<file path="src/rtl/memory_bus_arbiter.sv">
// Two-requester round-robin arbiter for a single strobe/ready word memory bus.
// Each transaction is latched at grant, served to completion (or aborted by the
// optional watchdog) and released once the granted requester drops its strobe.
module memory_bus_arbiter #(
    parameter int unsigned ADDRESS_SIZE   = 15,
    parameter int unsigned TIMEOUT_CYCLES = 0
) (
    input  logic                    i_clock,
    input  logic                    i_reset_n,
    input  logic [ADDRESS_SIZE-1:0] i_m0_address,
    input  logic [31:0]             i_m0_data_write,
    input  logic                    i_m0_write_enable,
    input  logic                    i_m0_strobe,
    output logic [31:0]             o_m0_data_read,
    output logic                    o_m0_ready,
    input  logic [ADDRESS_SIZE-1:0] i_m1_address,
    input  logic [31:0]             i_m1_data_write,
    input  logic                    i_m1_write_enable,
    input  logic                    i_m1_strobe,
    output logic [31:0]             o_m1_data_read,
    output logic                    o_m1_ready,
    output logic [ADDRESS_SIZE-1:0] o_mem_address,
    output logic [31:0]             o_mem_data_write,
    output logic                    o_mem_write_enable,
    output logic                    o_mem_strobe,
    input  logic [31:0]             i_mem_data_read,
    input  logic                    i_mem_ready,
    output logic [1:0]              o_grant,
    output logic                    o_bus_error
);

    localparam int unsigned CountWidth =
        (TIMEOUT_CYCLES == 0) ? 1 : $clog2(TIMEOUT_CYCLES + 1);
    // Abort fires on the edge where the counter would reach TIMEOUT_CYCLES, so
    // memStrobe is high for exactly TIMEOUT_CYCLES cycles.
    localparam logic [CountWidth-1:0] LastCount =
        (TIMEOUT_CYCLES == 0) ? '0 : CountWidth'(TIMEOUT_CYCLES - 1);

    typedef enum logic [1:0] {StIdle, StBusy, StDone} state_e;

    state_e                  r_state, w_state_d;
    logic                    r_last_grant, w_last_grant_d;  // 1 = m1 was served last
    logic [1:0]              r_grant, w_grant_d;
    logic [ADDRESS_SIZE-1:0] r_mem_address, w_mem_address_d;
    logic [31:0]             r_mem_data_write, w_mem_data_write_d;
    logic                    r_mem_write_enable, w_mem_write_enable_d;
    logic                    r_mem_strobe, w_mem_strobe_d;
    logic [31:0]             r_m0_data_read, w_m0_data_read_d;
    logic [31:0]             r_m1_data_read, w_m1_data_read_d;
    logic                    r_m0_ready, w_m0_ready_d;
    logic                    r_m1_ready, w_m1_ready_d;
    logic                    r_bus_error, w_bus_error_d;
    logic [CountWidth-1:0]   r_count, w_count_d;

    logic                    w_pick_m0, w_pick_m1, w_owner_strobe;

    // Round-robin choice in IDLE: on a tie the requester not served last wins.
    always_comb begin
        w_pick_m0      = i_m0_strobe && (!i_m1_strobe || r_last_grant);
        w_pick_m1      = i_m1_strobe && (!i_m0_strobe || !r_last_grant);
        w_owner_strobe = r_grant[0] ? i_m0_strobe : i_m1_strobe;
    end

    // Next-state and registered-output logic.
    always_comb begin
        w_state_d            = r_state;
        w_last_grant_d       = r_last_grant;
        w_grant_d            = r_grant;
        w_mem_address_d      = r_mem_address;
        w_mem_data_write_d   = r_mem_data_write;
        w_mem_write_enable_d = r_mem_write_enable;
        w_mem_strobe_d       = r_mem_strobe;
        w_m0_data_read_d     = r_m0_data_read;
        w_m1_data_read_d     = r_m1_data_read;
        w_m0_ready_d         = r_m0_ready;
        w_m1_ready_d         = r_m1_ready;
        w_bus_error_d        = r_bus_error;
        w_count_d            = r_count;
        case (r_state)
            StIdle: begin
                if (w_pick_m0 || w_pick_m1) begin
                    w_grant_d            = {w_pick_m1, w_pick_m0};
                    w_last_grant_d       = w_pick_m1;
                    w_mem_address_d      = w_pick_m1 ? i_m1_address : i_m0_address;
                    w_mem_data_write_d   = w_pick_m1 ? i_m1_data_write : i_m0_data_write;
                    w_mem_write_enable_d = w_pick_m1 ? i_m1_write_enable : i_m0_write_enable;
                    w_mem_strobe_d       = 1'b1;
                    w_count_d            = '0;
                    w_state_d            = StBusy;
                end
            end
            StBusy: begin
                if (i_mem_ready) begin
                    w_mem_strobe_d = 1'b0;
                    if (r_grant[0]) begin
                        w_m0_data_read_d = i_mem_data_read;
                        w_m0_ready_d     = 1'b1;
                    end else begin
                        w_m1_data_read_d = i_mem_data_read;
                        w_m1_ready_d     = 1'b1;
                    end
                    w_state_d = StDone;
                end else if (TIMEOUT_CYCLES != 0) begin
                    if (r_count == LastCount) begin
                        w_mem_strobe_d = 1'b0;
                        w_bus_error_d  = 1'b1;
                        if (r_grant[0]) begin
                            w_m0_data_read_d = 32'hFFFF_FFFF;
                            w_m0_ready_d     = 1'b1;
                        end else begin
                            w_m1_data_read_d = 32'hFFFF_FFFF;
                            w_m1_ready_d     = 1'b1;
                        end
                        w_state_d = StDone;
                    end else begin
                        w_count_d = r_count + 1'b1;
                    end
                end
            end
            StDone: begin
                if (!w_owner_strobe) begin
                    w_m0_ready_d         = 1'b0;
                    w_m1_ready_d         = 1'b0;
                    w_grant_d            = 2'b00;
                    w_mem_write_enable_d = 1'b0;
                    w_state_d            = StIdle;
                end
            end
            default: begin
                w_state_d = StIdle;
            end
        endcase
    end

    // State and output registers; reset clears the bus immediately.
    always_ff @(posedge i_clock or negedge i_reset_n) begin
        if (!i_reset_n) begin
            r_state            <= StIdle;
            r_last_grant       <= 1'b1;
            r_grant            <= 2'b00;
            r_mem_address      <= '0;
            r_mem_data_write   <= '0;
            r_mem_write_enable <= 1'b0;
            r_mem_strobe       <= 1'b0;
            r_m0_data_read     <= '0;
            r_m1_data_read     <= '0;
            r_m0_ready         <= 1'b0;
            r_m1_ready         <= 1'b0;
            r_bus_error        <= 1'b0;
            r_count            <= '0;
        end else begin
            r_state            <= w_state_d;
            r_last_grant       <= w_last_grant_d;
            r_grant            <= w_grant_d;
            r_mem_address      <= w_mem_address_d;
            r_mem_data_write   <= w_mem_data_write_d;
            r_mem_write_enable <= w_mem_write_enable_d;
            r_mem_strobe       <= w_mem_strobe_d;
            r_m0_data_read     <= w_m0_data_read_d;
            r_m1_data_read     <= w_m1_data_read_d;
            r_m0_ready         <= w_m0_ready_d;
            r_m1_ready         <= w_m1_ready_d;
            r_bus_error        <= w_bus_error_d;
            r_count            <= w_count_d;
        end
    end

    assign o_grant            = r_grant;
    assign o_mem_address      = r_mem_address;
    assign o_mem_data_write   = r_mem_data_write;
    assign o_mem_write_enable = r_mem_write_enable;
    assign o_mem_strobe       = r_mem_strobe;
    assign o_m0_data_read     = r_m0_data_read;
    assign o_m1_data_read     = r_m1_data_read;
    assign o_m0_ready         = r_m0_ready;
    assign o_m1_ready         = r_m1_ready;
    assign o_bus_error        = r_bus_error;

endmodule

</file>
<file path="config.mk">
export PLATFORM = sky130hd
export DESIGN_NAME = memory_bus_arbiter
export DESIGN_NICKNAME = d
export VERILOG_FILES = /design/src/rtl/memory_bus_arbiter.sv
export SDC_FILE = /design/constraint.sdc
export NUM_CORES = 1
export LEC_CHECK = 0
export BUFFER_PORTS_ARGS = -buffer_cell sky130_fd_sc_hd__clkbuf_2
export CORE_MARGIN = 1.5
export CORE_UTILIZATION = 42
export DETAILED_ROUTE_END_ITERATION = 7
export PLACE_DENSITY = 0.77
export SLEW_MARGIN = 20
export SYNTH_ARGS = -nofsm -noshare
export SYNTH_HDL_FRONTEND = slang
export SYNTH_SLANG_ARGS = --single-unit
export TNS_END_PERCENT = 5
</file>
<file path="constraint.sdc">
create_clock -name i_clock -period 1.85 [get_ports i_clock]
set_clock_uncertainty 0.2 [all_clocks]
set_input_delay 0.0925 -clock i_clock [delete_from_list [all_inputs] [get_ports i_clock]]
set_output_delay 0.0925 -clock i_clock [all_outputs]
set_load 0.05 [all_outputs]
</file>
# After elaboration in Yosys (flattened, before gate mapping)
# Cells that the tools add are included.
[word_totals] out_inout_bits=118 word_cells=61 in_bits=133 regBits=120
[classes] n_bitwise=1 n_reduce_logical=20 muxes=22 eq_ne=7
[ops] cell="2-to-1 mux 32 bit" n=1
[ops] cell="2-to-1 mux 15 bit" n=1
[ops] cell="AND reduction 3 bit" n=5
[ops] cell="2-to-1 mux 1 bit" n=10
[ops] cell="!= test 2 bit (second input constant)" n=5
[ops] cell="2-to-1 mux 2 bit" n=4
[ops] cell="one-hot mux 1 bit (2 select lines)" n=4
[ops] cell="AND reduction 4 bit" n=2
[ops] cell="one-hot mux 2 bit (3 select lines)" n=1
[ops] cell="nonzero test 2 bit" n=3
[ops] cell="one-hot mux 2 bit (2 select lines)" n=1
[ops] cell="zero test 1 bit" n=3
[ops] cell="logical OR 1 bit" n=3
[ops] cell="equality test 2 x 1 -> 1 bit (second input constant)" n=1
[ops] cell="equality test 2 bit (second input constant)" n=1
[ops] cell="logical AND 1 bit" n=2
[ops] cell="zero test 2 bit" n=1
[ops] cell="AND reduction 2 bit" n=1
[ops] cell="inverter 1 bit" n=1

# Longest topological paths before layout
[logic_depth] depth_word=6 mapped_depth=8

# Worst setup path before layout
# OpenSTA, ideal clock, no wires.
[synth_timing] path_kind="register to register" start="register r_grant[0], in the netlist o_grant[0]" end="register r_m0_data_read[10], in the netlist o_m0_data_read[10]" required_ns=1.525 stages_incl_launch_ff=6 t_arrival_ns=1.757 path_slack_ns=-0.232 path_buffers=2 setup_time_ns=0.125 path_cell_list="dfrtp_1 inv_1 or3_1 buf_2 buf_6 mux2_4"
[synth_via] elab_chain_cells=1
[synth_rtl] element="start, declared" line="43" source="logic [1:0] r_grant, w_grant_d;"
[synth_rtl] element="start signal, assigned" line="154" source="r_grant <= w_grant_d;"
[synth_rtl] element="AND reduction 3 bit (no line)"
[synth_rtl] element="end signal, assigned" line="159" source="r_m0_data_read <= w_m0_data_read_d;"
[synth_rtl] element="end, declared" line="48" source="logic [31:0] r_m0_data_read, w_m0_data_read_d;"
# Every way passes these cells.
# A chain may end at the register's enable or synchronous reset.

# Worst setup path in the final report
[layout_timing] start="register r_state[1]" end="register r_m0_data_read[15], in the netlist o_m0_data_read[15]"
[layout_via] elab_chain_cells=2
[layout_rtl] element="start, declared" line="41" source="state_e r_state, w_state_d;"
[layout_rtl] element="start signal, assigned" line="138" source="r_state <= StIdle;"
[layout_rtl] element="start signal, assigned" line="152" source="r_state <= w_state_d;"
[layout_rtl] element="equality test 2 x 1 -> 1 bit" line="79" source="case (r_state)"
[layout_rtl] element="AND reduction 3 bit (no line)"
# Every way passes these cells.

==> results by group <==
Routing
  – Highest routed layer: met4
  – Final routed DRC violation total: 0
  – Vias: 4759
  – Drt initial violations: 213
  – WL final: roughly 17 mm
  – Routed length on met2: 8.59 mm
  – Drt first pass iters: 4
  – WL/cell: approximately 18 um
  – Post-DR vias/cell: 5.08
  – Met1 WL: 6.10 mm
  – Final ANT Viol Nets: 0
  – Metal3 WL: 1.30 mm

Worst setup path
  – Crit-path max FO: 33
  – Critical Path Sink Type: register
  – R2R cell count: 3
  – Crit path arrival time: 1.92 ns
  – Type of origin of the critical path: register
  – Worst EP required: 1.94 ns
  – WS Path Type: register to register
  – R2r endpoint: o_m0_data_read[15]
  – FF-to-FF Start: r_state[1]
  – Internal reg-to-reg setup slack: 0.03 ns

Power
  – Leakage power: 4.20 nW
  – Sequential fraction of design power: 27.5%
  – VDD IR max: 0.00107 V
  – Clock power share: between 10% and 20%
  – Switching Share: around half
  – Total power: 17.5 mW
  – Switching power: a little under 9 mW
  – Internal power: 8.71 mW
  – PwrDens: 2070 nW/um2
  – Logic pwr share: 54.3%

Floorplanning
  – CORE AREA: 11900 um2
  – Die Ht: 113 um
  – Die ar.: 12800 um2
  – IO Pins: 251
  – Die width: 113 um
  – Placement Rows: 40
  – Starting density of the core: 42.7%

STA
  – RSZ-0062 raised after global routing: no
  – Final setup viols: 0
  – Final Max Slew Viols: 0
  – Min Tclk post-route: 1.82 ns
  – Final hold vios: 0
  – Sum of negative setup slack: 0 ns
  – Final period util: slightly below 100%
  – Fmax: 0.548 GHz
  – Hold WS: 0.266 ns

Hold path
  – Hold Crit Start: i_mem_data_read[26]
  – Hold Path Sink: o_m1_data_read[26]
  – Worst min-delay path class: input port to register
  – WHS Path Cells: 3

Synth
  – Post-synth EDFFs: 0
  – Largest cells by area after synthesis: dfrtp_1 59%, mux2i_1 9.6%, mux2_4 8.6%, mux2_2 7.3%, a21oi_1 5.0%
  – Yosys warning count: 0
  – Post-synth cell types: 32
  – Post-Syn Nets: 523
  – Synthesized area: between 5000 and 6000 um2
  – Post-synth ARST share: 100%
  – Post-synth top flop: dfrtp_1
  – Synth cell count leaders: 119 x dfrtp_1, 51 x a21oi_1, 49 x mux2i_1, 49 x nor2_1, 33 x mux2_2
  – Seq/Total Area, Yosys: around three fifths
  – Post-Syn Area per Cell: 13.0 um2
  – Synth area leader: dfrtp_1
  – Synth top area share: 58.5%
  – Synthesized flop and latch total: 120
  – Mapped Cells: 390
  – Most frequent cell after synthesis: dfrtp_1

Global route
  – Largest net degree at the start of global routing: 95
  – Initial antenna violation count: 0
  – Vias in the first global route: 5223
  – Grt ovf: 0
  – GRT Overall Usage: between 20% and 30%
  – First-pass GRT wire length: 25.9 mm

CTS
  – Clk slew on worst S/H paths: 0.05 ns
  – Clock Sinks: 120
  – CTS tree: yes
  – Max clock buf depth: 2
  – Post-CTS Setup Bufs: 0
  – Cts bufs inserted: 17
  – Clk root buf: clkbuf_16
  – Clk_lat worst skew: between 0.4 and 0.5 ns
  – H-tree levels: 4

Finish
  – Cell Count, Final, Fillers Out: ~940
  – Area Overhead vs Synth: 66.0%
  – Share of layout cells above drive strength 1: 45.5%
  – Final net count: between 900 and 1k
  – Final core occ: a little under three quarters
  – Number of diodes: 0

Status
  – Status: finished clean

Placed design
  – Gpl congestion: roughly 0.74
  – Hpwl dp: 8.92 mm
  – Cells after DPL: 770
  – Port Buffers: 249

Job
  – Maxcap violations: 0
-- through the flow --
stage | setup slack, ns | instance area (um2)
finish | 0.0250 | 8450
global route | 0.00820 | 8450
CTS | 0.0335 | 8430
detailed placement | 0.0423 | 6530
global placement | 0.0901 | 6530
floorplan | -0.0133 | 5100
-- cells by family after synthesis --
| family | share of synthesized area, % |
|---|---|
| flip-flops | 59.0 |
| AND/OR/NAND/NOR | 5.39 |
| other | 0.0737 |
| multiplexers | 25.9 |
| AO/OA/AOI/OAI | 6.15 |
| buffers and inverters | 3.42 |
-- worst max path at each step --
stage,depth (start not counted),slack (ns),to,start
2_1_floorplan,5,-0.01,o_m0_data_read[22],o_grant[0]
3_3_place_gp,3,0.09,o_m0_data_read[16],r_state[1]
3_5_place_dp,3,0.04,o_m0_data_read[15],r_state[1]
4_1_cts,3,0.03,o_m0_data_read[15],r_state[1]
5_1_grt,3,0.008,o_m0_data_read[15],r_state[1]
6_report,3,0.03,o_m0_data_read[15],r_state[1]
-- registers in the layout, summed over array words and instances, names as in the netlist --
signal / flops
o_m0_ready: 1
r_last_grant: 1
r_state: 2
o_mem_write_enable: 1
o_m1_ready: 1
o_m1_data_read: 32
o_mem_data_write: 32
o_mem_address: 15
o_mem_strobe: 1
o_m0_data_read: 32
o_grant: 2
-- worst max-delay path, cell delays in order, from the launching register on --
cell	delay, ns
dfrtp_1	0.41
or3_2	0.53
buf_12	0.21
mux2_4	0.33
-- cell usage in the layout, fill, tap and decap left out, types with 6 or more instances in the layout --
| cell | count |
|---|---|
| clkbuf_2 | 248 |
| dlygate4sd3_1 | 133 |
| mux2_2 | 33 |
| a21oi_1 | 51 |
| mux2i_1 | 49 |
| nand2_1 | 6 |
| dfrtp_1 | 118 |
| mux2_4 | 29 |
| clkbuf_16 | 18 |
| nor2_1 | 49 |
-- final cells by class --
class	count	area [um2]
clock inverter	12	126
clock buffer	20	447
tap	147	184
multi-input combinational	239	1920
timing repair buffer	393	2750
fill	766	3460
inverter	5	18.8
sequential	120	3010
-- metal layers --
metal	vias to the layer above	global-route usage, %
met3	56	8.73
met2	266	45.9
met5	-	0
met1	2311	28.1
li1	2126	-
met4	0	13.8
-- power by group through the flow --
stage	Clock, mW	Sequential (mW)	Combinational, mW
final	3.18	4.81	9.51
after global routing	3.36	4.96	9.94
after CTS	3.21	4.77	9.32
after detailed placement	0	4.77	9.10
after global placement	0	4.70	8.91
after floorplan	0	9.16	2.50
-- repair_timing --
item                                    4_1_cts  5_1_grt
hold endpoints to repair                    237        0
hold buffers                                133        0
resized for setup                             0        1
endpoints found under the setup margin        0        1
Note: power is estimated with default switching activity, not from simulation.
